## config.mk

```make
export PLATFORM = sky130hd
export DESIGN_NAME = mul_hilo_ctrl_flat
export DESIGN_NICKNAME = d
export VERILOG_FILES = /design/src/rtl/mul_hilo_ctrl_if.sv /design/src/rtl/mul_hilo_ctrl.sv /design/src/flat_wrapper.sv
export SDC_FILE = /design/constraint.sdc
export NUM_CORES = 1
export LEC_CHECK = 0
export ABC_AREA = 1
export CAP_MARGIN = 20
export CORE_ASPECT_RATIO = 1.5
export CORE_MARGIN = 8
export CORE_UTILIZATION = 45
export CTS_CLUSTER_SIZE = 40
export DETAILED_ROUTE_END_ITERATION = 16
export GPL_TIMING_DRIVEN = 0
export PLACE_DENSITY = 0.69
export SYNTH_ARGS = -nofsm -noshare
export SYNTH_HDL_FRONTEND = slang
export SYNTH_SLANG_ARGS = --single-unit
```

## constraint.sdc

```tcl
create_clock -name clk -period 21 [get_ports clk]
set_input_delay 4.2 -clock clk [delete_from_list [all_inputs] [get_ports clk]]
set_output_delay 4.2 -clock clk [all_outputs]
set_load 0.02 [all_outputs]
```

## src/rtl/mul_hilo_ctrl_if.sv

```systemverilog
`default_nettype none
// ============================================================================
//  Module      : mul_hilo_ctrl_if
//  Description : Decoder <-> HI/LO multiply sequencer bus. The decoder side
//                (master) issues operations and observes busy/done and the
//                architectural HI/LO values; the sequencer is the slave.
//  Signals     : start  issue strobe
//                op     3-bit operation code
//                a, b   rs / rt operands (32 bits each)
//                flush  pipeline kill
//                busy   multiply in flight
//                done   one-cycle pulse with the HI/LO update
//                hi, lo architectural HI / LO registers
//  Revision    : 1.0  initial release
// ============================================================================
interface mul_hilo_ctrl_if;
    logic        start;
    logic [2:0]  op;
    logic [31:0] a;
    logic [31:0] b;
    logic        flush;
    logic        busy;
    logic        done;
    logic [31:0] hi;
    logic [31:0] lo;

    modport master (
        output start, op, a, b, flush,
        input  busy, done, hi, lo
    );

    modport slave (
        input  start, op, a, b, flush,
        output busy, done, hi, lo
    );
endinterface
`default_nettype wire

```

## src/rtl/mul_hilo_ctrl.sv

```systemverilog
`default_nettype none
// ============================================================================
//  Module      : mul_hilo_ctrl
//  Description : Sequencer for the shared 32x32 unsigned array multiplier in
//                the EX stage. Loads operand magnitudes, holds them for
//                MUL_CYCLES cycles (multicycle path), captures the product,
//                applies sign correction and writes HI/LO. MTHI/MTLO write
//                HI/LO directly in a single cycle.
//  Parameters  : MUL_CYCLES  operand hold cycles before capture (1..15)
//  Ports       : clk         clock, rising edge
//                rst         asynchronous active-high reset
//                bus         decoder bus (slave modport): start, op, a, b,
//                            flush in; busy, done, hi, lo out
//                mul_a/mul_b registered operands to the array multiplier
//                mul_result  64-bit unsigned product from the multiplier
//  Options     : MUL_HILO_MADD_EN  enables MADDU/MADD (op 100/101) which
//                accumulate the product into {hi,lo}
//  Revision    : 1.0  initial release
// ============================================================================
module mul_hilo_ctrl #(
    parameter int MUL_CYCLES = 2
) (
    input  wire logic        clk,
    input  wire logic        rst,
    mul_hilo_ctrl_if.slave   bus,
    output logic [31:0]      mul_a,
    output logic [31:0]      mul_b,
    input  wire logic [63:0] mul_result
);

    typedef enum logic [1:0] {
        S_IDLE = 2'd0,
        S_CALC = 2'd1,
        S_WB   = 2'd2
    } state_t;

    localparam logic [2:0] C_OP_MULTU = 3'b000;
    localparam logic [2:0] C_OP_MULT  = 3'b001;
    localparam logic [2:0] C_OP_MTHI  = 3'b010;
    localparam logic [2:0] C_OP_MTLO  = 3'b011;
`ifdef MUL_HILO_MADD_EN
    localparam logic [2:0] C_OP_MADDU = 3'b100;
    localparam logic [2:0] C_OP_MADD  = 3'b101;
`endif
    localparam logic [3:0] C_CNT_LOAD = 4'(MUL_CYCLES - 1);

    state_t      r_state;
    logic [3:0]  r_cnt;
    logic        r_neg;
    logic [63:0] r_prod;
    logic [31:0] r_hi;
    logic [31:0] r_lo;
    logic [31:0] r_mul_a;
    logic [31:0] r_mul_b;
    logic        r_busy;
    logic        r_done;
`ifdef MUL_HILO_MADD_EN
    logic        r_acc;
    logic        w_acc;
`endif

    logic        w_issue;
    logic        w_signed;
    logic [31:0] w_abs_a;
    logic [31:0] w_abs_b;
    logic [63:0] w_res;
    logic [63:0] w_wb;

    // Operation decode: which ops start a multiply and whether signed.
    always_comb begin
        w_issue  = 1'b0;
        w_signed = 1'b0;
`ifdef MUL_HILO_MADD_EN
        w_acc    = 1'b0;
`endif
        case (bus.op)
            C_OP_MULTU: w_issue = 1'b1;
            C_OP_MULT: begin
                w_issue  = 1'b1;
                w_signed = 1'b1;
            end
`ifdef MUL_HILO_MADD_EN
            C_OP_MADDU: begin
                w_issue = 1'b1;
                w_acc   = 1'b1;
            end
            C_OP_MADD: begin
                w_issue  = 1'b1;
                w_signed = 1'b1;
                w_acc    = 1'b1;
            end
`endif
            default: ;
        endcase
    end

    // Two's-complement magnitude; 0x80000000 maps onto itself, which is the
    // correct unsigned magnitude of -2^31.
    assign w_abs_a = bus.a[31] ? (~bus.a + 32'd1) : bus.a;
    assign w_abs_b = bus.b[31] ? (~bus.b + 32'd1) : bus.b;

    assign w_res = r_neg ? (~r_prod + 64'd1) : r_prod;
`ifdef MUL_HILO_MADD_EN
    assign w_wb  = r_acc ? ({r_hi, r_lo} + w_res) : w_res;
`else
    assign w_wb  = w_res;
`endif

    always_ff @(posedge clk or posedge rst) begin
        if (rst) begin
            r_state <= S_IDLE;
            r_cnt   <= 4'd0;
            r_neg   <= 1'b0;
            r_prod  <= 64'd0;
            r_hi    <= 32'd0;
            r_lo    <= 32'd0;
            r_mul_a <= 32'd0;
            r_mul_b <= 32'd0;
            r_busy  <= 1'b0;
            r_done  <= 1'b0;
`ifdef MUL_HILO_MADD_EN
            r_acc   <= 1'b0;
`endif
        end else begin
            r_done <= 1'b0;
            case (r_state)
                S_IDLE: begin
                    // flush in IDLE suppresses every same-cycle issue,
                    // including the single-cycle HI/LO moves.
                    if (bus.start && !bus.flush) begin
                        if (w_issue) begin
                            r_mul_a <= w_signed ? w_abs_a : bus.a;
                            r_mul_b <= w_signed ? w_abs_b : bus.b;
                            r_neg   <= w_signed & (bus.a[31] ^ bus.b[31]);
                            r_cnt   <= C_CNT_LOAD;
                            r_state <= S_CALC;
                            r_busy  <= 1'b1;
`ifdef MUL_HILO_MADD_EN
                            r_acc   <= w_acc;
`endif
                        end else if (bus.op == C_OP_MTHI) begin
                            r_hi <= bus.a;
                        end else if (bus.op == C_OP_MTLO) begin
                            r_lo <= bus.a;
                        end
                    end
                end
                S_CALC: begin
                    if (bus.flush) begin
                        r_state <= S_IDLE;
                        r_busy  <= 1'b0;
                    end else if (r_cnt == 4'd0) begin
                        r_prod  <= mul_result;
                        r_state <= S_WB;
                    end else begin
                        r_cnt <= r_cnt - 4'd1;
                    end
                end
                S_WB: begin
                    // A kill arriving in WB still wins over the write.
                    if (!bus.flush) begin
                        {r_hi, r_lo} <= w_wb;
                        r_done       <= 1'b1;
                    end
                    r_state <= S_IDLE;
                    r_busy  <= 1'b0;
                end
                default: begin
                    r_state <= S_IDLE;
                    r_busy  <= 1'b0;
                end
            endcase
        end
    end

    assign mul_a    = r_mul_a;
    assign mul_b    = r_mul_b;
    assign bus.busy = r_busy;
    assign bus.done = r_done;
    assign bus.hi   = r_hi;
    assign bus.lo   = r_lo;

endmodule
`default_nettype wire
```

## src/flat_wrapper.sv

```systemverilog
// flat-port wrapper written by rule: the top's interface ports become plain ports
module mul_hilo_ctrl_flat 
#(
    parameter int MUL_CYCLES = 2
)
  (clk, rst, mul_a, mul_b, mul_result, bus_start, bus_op, bus_a, bus_b, bus_flush, bus_busy, bus_done, bus_hi, bus_lo);
  mul_hilo_ctrl_if bus_i ();
  input  wire logic clk;
  input  wire logic rst;
  output logic [31:0] mul_a;
  output logic [31:0] mul_b;
  input  wire logic [63:0] mul_result;
  input wire logic [$bits(bus_i.start)-1:0] bus_start;
  input wire logic [$bits(bus_i.op)-1:0] bus_op;
  input wire logic [$bits(bus_i.a)-1:0] bus_a;
  input wire logic [$bits(bus_i.b)-1:0] bus_b;
  input wire logic [$bits(bus_i.flush)-1:0] bus_flush;
  output wire logic [$bits(bus_i.busy)-1:0] bus_busy;
  output wire logic [$bits(bus_i.done)-1:0] bus_done;
  output wire logic [$bits(bus_i.hi)-1:0] bus_hi;
  output wire logic [$bits(bus_i.lo)-1:0] bus_lo;
  assign bus_i.start = bus_start;
  assign bus_i.op = bus_op;
  assign bus_i.a = bus_a;
  assign bus_i.b = bus_b;
  assign bus_i.flush = bus_flush;
  assign bus_busy = bus_i.busy;
  assign bus_done = bus_i.done;
  assign bus_hi = bus_i.hi;
  assign bus_lo = bus_i.lo;
  mul_hilo_ctrl #(.MUL_CYCLES(MUL_CYCLES)) u_core (.clk(clk), .rst(rst), .bus(bus_i), .mul_a(mul_a), .mul_b(mul_b), .mul_result(mul_result));
endmodule
```

==> qor.yml <==
sta:
  fin_ws_ns: 15.14
  min_period_ns: 5.86
  whs_ns: 0.482
  fmax_ghz: 0.171
  tightest_slew_ns: 0.938
  maxSlewViolCount: 0
  relSlewSlack_pct: 37.4
  setup_violations: 0
  fin_crit_sh_pct: 27.9
  timing.setup.tns_ns: 0
  skew_ns: 0.00685
  rsz0062_at_grt: "no"
  finalHoldViolCount: 0
cells_and_area:
  diodes: 0
  num-nets-final: 2201
  area_growth_pct: 31.1
  drive_above_1_share_pct: 8.24
clock_tree:
  hold_buffers: 0
  cts_root_buffer: "clkbuf_16"
  clk_pin_slew_ns: 0.07
  htreeDepth: 1
  cts_buffers: 22
  cts-resized-gates: 0
  cts_tree: "built"
  cts_setup_buffers: 0
  cts.sinks: 201
  insertion_delay_ns: 0.52
  cts_buffer_depth: 3
routing:
  routed_wl_um: 53500
  drtIter0Drc: 752
  wire_per_inst_um: 22.1
  drc_errors: 0
  dr.pass1.iters: 5
  via_per_inst: 5.40
  route.vias.total: 13000
  drt.antenna.violating_nets: 0
worst_setup_path:
  cp_data_arrival_time_ns: 1.66
  crit_required_ns: 16.80
  path_cells: "clkdlybuf4s50_1"
  worst-path-buf-inv: 1
  critical_path.slowest_cell: "clkdlybuf4s50_1"
  cpLargestDelayFamily: "buffers and inverters"
  critical-path-max-stage-delay_ns: 0.66
  critPathCaptureType: "output port"
  worstPathMaxFanout: 2
  critical_path_class: "register to output port"
  startpoint_type: "register"
global_route:
  grt.total_usage_pct: 32.4
  gr-total-overflow: 0
  antenna_found_initial: 0
  grt_max_degree: 128
  grt_pass1_wl_um: 79800
  grt_pass1_vias: 13400
placement:
  place_congestion: 0.999
  dp_hpwl_um: 43700
  pre_cts_ws_ns: 14.69
  io_buffers: 264
yosys:
  syn-instance-count: 1772
  yosys_warnings: 0
  synth_cell_types: 47
  yosysSeqAreaShare_pct: 40.8
  synth_ff_type: "dfrtp_1"
  synth_edf_count: 0
  syn_area_um2: 12300
  async_flop_share_pct: 100
  synth_seq_cells: 201
  syn_nets: 1912
  syn_avg_cell_area_um2: 6.95
die:
  die_area_um2: 33000
  start_util_pct: 45.4
  die_x_um: 151
  io_pins: 265
  std_cell_rows: 74
  die_h_um: 219
  core-area_um2: 27100
run:
  maxCapViolations: 0
pwr:
  pwr_density_cell_nw_per_um2: 107
  p_leak_uw: 0.00740
  peakVddDrop_uv: 74.2
worst_hold_path:
  min_path_type: "register to register"
status:
  status: "completed"
[path summary, 6_finish.rpt]
kind | from | endpoint | slack [ns] | depth (start not counted)
max | u_core.bus.lo[16] | bus_lo[16] | 15.14 | 1
min reg2reg | u_core.mul_b[20] | u_core.mul_b[20] | 0.48 | 2
min in group asynchronous | rst | u_core.mul_b[3] | 4.27 | 2
max reg2reg | u_core.r_prod[30] | u_core.bus.hi[25] | 18.36 | 9
max in group asynchronous | rst | u_core.r_prod[25] | 15.77 | 3
min | u_core.mul_b[20] | u_core.mul_b[20] | 0.48 | 2
[registers in the layout, summed over array words and instances (netlist names)]
name / cells
u_core.bus.done: 1
u_core.r_neg: 1
u_core.bus.busy: 1
u_core.bus.hi: 32
u_core.r_state: 2
u_core.r_cnt: 4
u_core.bus.lo: 32
u_core.mul_b: 32
u_core.mul_a: 32
u_core.r_prod: 64
[cells in the final DEF, fill, tap and decap left out, types with 9 or more instances in the layout]
cell type / instances
nor2_1: 275
nand3_1: 160
o21ai_0: 150
nor2_4: 9
inv_2: 10
nor2_2: 16
dfrtp_1: 201
a21boi_1: 27
nor3_1: 9
a21oi_1: 44
xor2_1: 27
nand2_1: 489
nand4_1: 10
buf_2: 44
clkdlybuf4s50_1: 264
nand2_2: 14
clkbuf_16: 23
clkbuf_1: 15
inv_1: 182
[logic make-up after synthesis]
group / synth area share, %
AND/OR/NAND/NOR: 35.2
AO/OA/AOI/OAI: 12.5
buffers and inverters: 8.77
flip-flops: 40.8
XOR/XNOR: 2.13
adder cells (fa/ha/maj): 0.508
[tightest hold or removal path: stages (launching register included)]
cell and delay, ns:
dfrtp_1 0.34, nand2_1 0.05, nand2_1 0.05
[stage by stage]
step           instances  utilization (%)  instance area, um2  total power [uW]
2_1_floorplan       1772                -               12300               984
3_3_place_gp        2378             56.7               15400              1310
3_5_place_dp        2379             56.9               15400              1320
4_1_cts             2417             59.6               16200              1720
5_1_grt             2417             59.6               16200              1810
6_report            2417             59.6               16200              1720
[report_power, final]
group          switching (uW)  internal (uW)  total, uW
combinational             385            279        663
sequential                129            527        657
clock                     171            230        401
[routing by layer]
| layer | routed length [um] | GRT usage, % | vias to the layer above |
|---|---|---|---|
| li1 | - | - | 6216 |
| met1 | 18900 | 33.8 | 6172 |
| met2 | 28300 | 60.1 | 528 |
| met3 | 3170 | 4.70 | 129 |
| met4 | 3100 | 18.6 | 0 |
| met5 | 0 | 0 | - |
[cell type report]
type | count | area, um2
Buffer | 65 | 348
Sequential cell | 201 | 5030
Fill cell | 2643 | 11000
Clock buffer | 31 | 656
Tap cell | 342 | 428
Clock inverter | 7 | 72.6
Timing Repair Buffer | 265 | 2670
Multi-Input combinational cell | 1312 | 6210
Inverter | 194 | 741
[cell usage after synthesis (7+ instances only)]
library cell	count	share of area (%)
xor2_1	27	1.9
clkbuf_1	12	0.37
o21ai_0	150	6.1
nor2_4	9	0.82
nor3_1	9	0.37
nand2_2	14	0.71
o21ai_2	8	0.57
inv_2	10	0.30
a21boi_1	27	1.6
nor2_1	275	8.4
nand2_1	489	15
inv_1	183	5.6
dfrtp_1	201	41
a21oi_1	44	1.8
buf_2	44	1.8
nand3_1	160	6.5
o21ai_4	7	0.92
nand4_1	10	0.51
nor2_2	16	0.81
Note: power is estimated with default switching activity, not from simulation.
